**config.mk**
```make
export PLATFORM = sky130hd
export DESIGN_NAME = fwd_hazard_unit
export DESIGN_NICKNAME = d
export VERILOG_FILES = /design/src/rtl/fwd_hazard_unit_pkg.sv /design/src/rtl/fwd_hazard_unit_fwd_match.sv /design/src/rtl/fwd_hazard_unit.sv
export SDC_FILE = /design/constraint.sdc
export NUM_CORES = 1
export LEC_CHECK = 0
export BUFFER_PORTS_ARGS = -buffer_cell sky130_fd_sc_hd__buf_2
export CAP_MARGIN = 25
export CORE_UTILIZATION = 50
export CTS_CLUSTER_DIAMETER = 100
export DETAILED_ROUTE_END_ITERATION = 8
export HOLD_SLACK_MARGIN = 0.03
export PLACE_DENSITY = 0.75
export SYNTH_ARGS = -nofsm -noshare
export SYNTH_HDL_FRONTEND = slang
export SYNTH_SLANG_ARGS = --single-unit
export TNS_END_PERCENT = 20
```
**constraint.sdc**
```tcl
create_clock -name i_clk -period 2.6 [get_ports i_clk]
set_input_delay 0.52 -clock i_clk [delete_from_list [all_inputs] [get_ports i_clk]]
set_output_delay 0.52 -clock i_clk [all_outputs]
set_load 0.01 [all_outputs]
```
**src/rtl/fwd_hazard_unit_pkg.sv**
```systemverilog
// fwd_hazard_unit_pkg: forwarding select codes, hazard FSM encodings and default register index width
package fwd_hazard_unit_pkg;
  localparam int REG_AW_DEF = 5;
  typedef logic [1:0] fwd_sel_t;
  localparam fwd_sel_t FWD_RF  = 2'b00;
  localparam fwd_sel_t FWD_EXM = 2'b01;
  localparam fwd_sel_t FWD_MWB = 2'b10;
  localparam logic [1:0] ST_RUN   = 2'd0;
  localparam logic [1:0] ST_LU    = 2'd1;
  localparam logic [1:0] ST_MWAIT = 2'd2;
endpackage

```
**src/rtl/fwd_hazard_unit_fwd_match.sv**
```systemverilog
// fwd_match: does a tracked pipeline entry produce the register a decode source reads
//   i_v, i_we, i_rd : tracked entry (valid, writes rd, destination index)
//   i_rs, i_use     : decode source index and whether the instruction reads it
//   o_hit           : entry is a live writer of that source (x0 never matches)
module fwd_match #(
  parameter int REG_AW = 5
) (
  input  logic              i_v,
  input  logic              i_we,
  input  logic [REG_AW-1:0] i_rd,
  input  logic [REG_AW-1:0] i_rs,
  input  logic              i_use,
  output logic              o_hit
);
  assign o_hit = i_v & i_we & (i_rd != '0) & (i_rs == i_rd) & i_use;
endmodule

```
**src/rtl/fwd_hazard_unit.sv**
```systemverilog
// fwd_hazard_unit: tracks EX/MEM/WB destinations, registers EX operand forward selects, raises decode stall
//   i_clk, i_rstn            : clock, asynchronous active-low reset
//   i_id_*                   : decode slot (valid, sources + use flags, rd, we, is_load)
//   i_mem_ready              : 0 freezes the whole pipeline
//   i_flush                  : redirect, kills the decode slot
//   o_stall                  : hold PC/IF/ID this cycle
//   o_fwd_a, o_fwd_b         : registered EX operand selects
//   o_stall_cnt              : saturating stall-cycle count
module fwd_hazard_unit
  import fwd_hazard_unit_pkg::*;
#(
  parameter int REG_AW = REG_AW_DEF,
  parameter int CNT_W  = 32
) (
  input  logic              i_clk,
  input  logic              i_rstn,
  input  logic              i_id_valid,
  input  logic [REG_AW-1:0] i_id_rs1,
  input  logic [REG_AW-1:0] i_id_rs2,
  input  logic              i_id_use_rs1,
  input  logic              i_id_use_rs2,
  input  logic [REG_AW-1:0] i_id_rd,
  input  logic              i_id_we,
  input  logic              i_id_is_load,
  input  logic              i_mem_ready,
  input  logic              i_flush,
  output logic              o_stall,
  output logic [1:0]        o_fwd_a,
  output logic [1:0]        o_fwd_b,
  output logic [CNT_W-1:0]  o_stall_cnt
);
  typedef struct packed {
    logic              v;
    logic [REG_AW-1:0] rd;
    logic              we;
    logic              ld;
  } ent_t;
  // index 0 = EX, 1 = MEM, 2 = WB
  ent_t [2:0]       ent_q, ent_d;
  ent_t             new_e;
  fwd_sel_t         fwd_a_q, fwd_a_d, fwd_b_q, fwd_b_d;
  logic [1:0]       st_q, st_d;
  logic [CNT_W-1:0] cnt_q, cnt_d;
  logic             hit_ex_a, hit_ex_b, hit_mem_a, hit_mem_b;
  logic             hazard, inject;
  fwd_match #(.REG_AW(REG_AW)) u_ex_a (
    .i_v(ent_q[0].v), .i_we(ent_q[0].we), .i_rd(ent_q[0].rd),
    .i_rs(i_id_rs1), .i_use(i_id_use_rs1), .o_hit(hit_ex_a)
  );
  fwd_match #(.REG_AW(REG_AW)) u_ex_b (
    .i_v(ent_q[0].v), .i_we(ent_q[0].we), .i_rd(ent_q[0].rd),
    .i_rs(i_id_rs2), .i_use(i_id_use_rs2), .o_hit(hit_ex_b)
  );
  fwd_match #(.REG_AW(REG_AW)) u_mem_a (
    .i_v(ent_q[1].v), .i_we(ent_q[1].we), .i_rd(ent_q[1].rd),
    .i_rs(i_id_rs1), .i_use(i_id_use_rs1), .o_hit(hit_mem_a)
  );
  fwd_match #(.REG_AW(REG_AW)) u_mem_b (
    .i_v(ent_q[1].v), .i_we(ent_q[1].we), .i_rd(ent_q[1].rd),
    .i_rs(i_id_rs2), .i_use(i_id_use_rs2), .o_hit(hit_mem_b)
  );
  always_comb begin
    hazard  = ent_q[0].ld & (hit_ex_a | hit_ex_b);
    inject  = i_id_valid & ~hazard & ~i_flush;
    o_stall = ~i_mem_ready | (hazard & ~i_flush);
    new_e   = inject ? {1'b1, i_id_rd, i_id_we, i_id_is_load} : '0;
    ent_d   = i_mem_ready ? {ent_q[1:0], new_e} : ent_q;
    // the current EX entry becomes EX/MEM as the new instruction enters EX, so it is the newer producer
    fwd_a_d = ~i_mem_ready ? fwd_a_q : ~inject ? FWD_RF :
              hit_ex_a ? FWD_EXM : hit_mem_a ? FWD_MWB : FWD_RF;
    fwd_b_d = ~i_mem_ready ? fwd_b_q : ~inject ? FWD_RF :
              hit_ex_b ? FWD_EXM : hit_mem_b ? FWD_MWB : FWD_RF;
    st_d    = ~i_mem_ready ? ST_MWAIT : (st_q == ST_RUN && hazard) ? ST_LU : ST_RUN;
    cnt_d   = (o_stall && !(&cnt_q)) ? cnt_q + 1'b1 : cnt_q;
  end
  always_ff @(posedge i_clk or negedge i_rstn) begin
    if (!i_rstn) begin
      ent_q   <= '0;
      fwd_a_q <= FWD_RF;
      fwd_b_q <= FWD_RF;
      st_q    <= ST_RUN;
      cnt_q   <= '0;
    end else begin
      ent_q   <= ent_d;
      fwd_a_q <= fwd_a_d;
      fwd_b_q <= fwd_b_d;
      st_q    <= st_d;
      cnt_q   <= cnt_d;
    end
  end
  assign o_fwd_a     = fwd_a_q;
  assign o_fwd_b     = fwd_b_q;
  assign o_stall_cnt = cnt_q;
endmodule

```
==> impl_metrics.json <==
{
  "clk_latency_ps": 290,
  "max_slew_margin": 0.586,
  "final-setup-viol-count": 0,
  "grt_pass1_wl_um": 8550,
  "start_util": 0.533,
  "fp.dieArea_mm2": 0.00546,
  "numCtsBuffers": 5,
  "cts_tree": "built",
  "cts_sinks": 51,
  "rrSetupSlack_ps": 220,
  "placed_cells": 350,
  "syn_nets": 249,
  "syn_inst": 224,
  "period_needed_ps": 2490,
  "fp-row-count": 25,
  "maxSlewViolCount": 0,
  "crit_required_ps": 2080,
  "async_reset_ff_frac": 1.00,
  "final-hold-violation-count": 0,
  "fmax_mhz": 402,
  "grt_pass1_vias": 1823,
  "r2r_cells": 8,
  "syn_area_mm2": 0.00258,
  "reg2reg_from": "ent_q[3]",
  "port_buffers": 60,
  "status": "completed",
  "drtAntennaViolNets": 0,
  "die_h_um": 73.9,
  "grt_max_degree": 52,
  "vias": 1934,
  "drt_iter0_drc": 105,
  "startpoint_type": "flip-flop",
  "place.gp.congestion": 0.850,
  "firstDrtPassIters": 5,
  "clk_pin_slew_ps": 90,
  "cts_root_buf": "clkbuf_8",
  "yosys_warnings": 0,
  "criticalPathCategory": "flip-flop to output pin",
  "final_cells": 358,
  "die_w_um": 73.9,
  "drcViolationCount": 0,
  "fin_skew_ps": 8.57,
  "ys_types": 48,
  "endpoint": "o_stall",
  "antenna_found_initial": 0,
  "hpwl_um": 3860,
  "postCtsHoldBufs": 0,
  "clk_path_buf_depth": 2,
  "htreeDepth": 2,
  "final_layout_size_suffix_gt1_frac": 0.337,
  "yosysSeqAreaShare": 0.494,
  "synth.avg_cell_area_um2": 11.5,
  "fin_nets": 316,
  "max-cap-violations": 0,
  "routed_wl_um": 5180,
  "synth_ff_type": "dfrtp_1",
  "p_per_area_mw_per_mm2": 550,
  "gr-usage-all-layers": 0.209,
  "arrival_ps": 1970,
  "synth-edff-count": 0,
  "hold_class": "input pin to async pin",
  "ioPinCount": 61,
  "nFillCells": 416,
  "p_leak_nw": 1.53,
  "diodes": 0,
  "coreArea_mm2": 0.00485,
  "worst_slew_pin_slew_ps": 622,
  "viasPerCell": 5.40,
  "routedWlPerCell_um": 14.5,
  "finalCritPeriodShare": 0.958,
  "area_growth_pct": 19.7,
  "end_kind": "output pin",
  "rsz0062_at_grt": "false",
  "ys_seq_elements": 51,
  "finalSetupTns_ps": 0,
  "crit_path_start": "ent_q[3]",
  "path_max_fanout": 9,
  "r2r_end": "o_stall_cnt[20]",
  "overflow": 0,
  "peakVddDrop_mv": 0.354
}
==> per-stage QoR <==
stage / utilization / power [mW] / hold WS, ps / area (um2) / setup WS, ps
finish: 0.638 / 1.70 / 317 / 3090 / 109
global route: 0.638 / 1.78 / 387 / 3090 / 0.0522
CTS: 0.632 / 1.71 / 351 / 3060 / 18.2
detailed placement: 0.611 / 1.20 / 471 / 2960 / 249
global placement: 0.611 / 1.19 / 474 / 2960 / 322
floorplan: - / 1.08 / 224 / 2580 / 592
==> layout make-up <==
type                       count  area (um2)  share of cell area
clock buffer                   6        72.6              0.0235
clock inverter                 1        30.0             0.00971
inverter                       8        30.0             0.00971
multi-input combinational    160        1260               0.407
sequential                    51        1280               0.414
tap                           67        83.8              0.0271
timing repair buffer          65         338               0.109
==> kinds of logic (layout without fill, tap and decap cells) <==
logic type	Yosys count	count (layout)	synth area share
simple gates	81	81	0.201
flops	51	51	0.494
xor+xnor	50	50	0.170
compound gates	20	20	0.0707
buf+inv	13	80	0.0252
mux	8	8	0.0349
fa+ha+maj	1	1	0.00484
==> cell usage in the layout (no fill, tap or decap), drive strengths merged, types with 5 or more instances in the layout <==
master,netlist,final
dfrtp,51,51
inv,7,7
nor3,9,9
nor4,5,5
a22o,7,7
nor2,7,7
nand4,19,19
mux2,8,8
nand3,7,7
xor2,24,24
buf,4,65
clkbuf,1,6
xnor2,26,26
nand2,15,15
==> per-layer routing <==
layer  GRT usage  routed length [um]  part of all wire
met1       0.302                2480              0.48
met2       0.321                2430              0.47
met3      0.0384                 187             0.036
met4      0.0641                  74             0.014
met5           0                   0                 0
==> power breakdown <==
part | internal [mW] | switching, mW
clock network | 0.282 | 0.239
registers | 0.850 | 0.0752
logic | 0.120 | 0.134
total | 1.25 | 0.447
==> worst min path at each step <==
| stage | to | depth (start not counted) |
|---|---|---|
| 2_1_floorplan | ent_q[0] | 0 |
| 3_3_place_gp | o_fwd_b[0] | 1 |
| 3_5_place_dp | o_fwd_b[0] | 1 |
| 4_1_cts | ent_q[10] | 2 |
| 5_1_grt | o_fwd_b[1] | 2 |
| 6_report | o_fwd_b[1] | 2 |
==> sequential cells by signal, summed over array words and instances, names as in the netlist <==
register	count
ent_q	15
o_fwd_a	2
o_fwd_b	2
o_stall_cnt	32
==> synth_stat cells, types with 2 or more instances <==
master	number	share of area
dfrtp_1	51	0.49
xnor2_1	26	0.088
xor2_1	24	0.081
nand4_1	18	0.044
nand2_1	15	0.022
mux2_2	8	0.035
inv_1	7	0.010
a22o_1	6	0.020
nand3_1	6	0.012
nor2_1	6	0.0087
nor3_1	6	0.012
and3_1	3	0.0073
nand4b_1	3	0.010
nor3_2	3	0.012
nor4_1	3	0.0073
a21o_1	2	0.0058
buf_6	2	0.0087
o211ai_1	2	0.0058
o2bb2ai_1	2	0.0068
o32ai_1	2	0.0068
or3_1	2	0.0048
==> what timing repair did <==
action,in CTS,in global routing
setup endpoints to repair,0,1
buffers inserted,0,1
gates resized for setup,0,4
==> critical path, cell delays in order, from the launching register on <==
cell and delay (ps):
dfrtp_2 450, or3_1 390, o311a_4 340, nand3b_1 130, o21a_4 190, inv_1 40, buf_2 130
No activity file was read; power rests on OpenSTA's default activity.
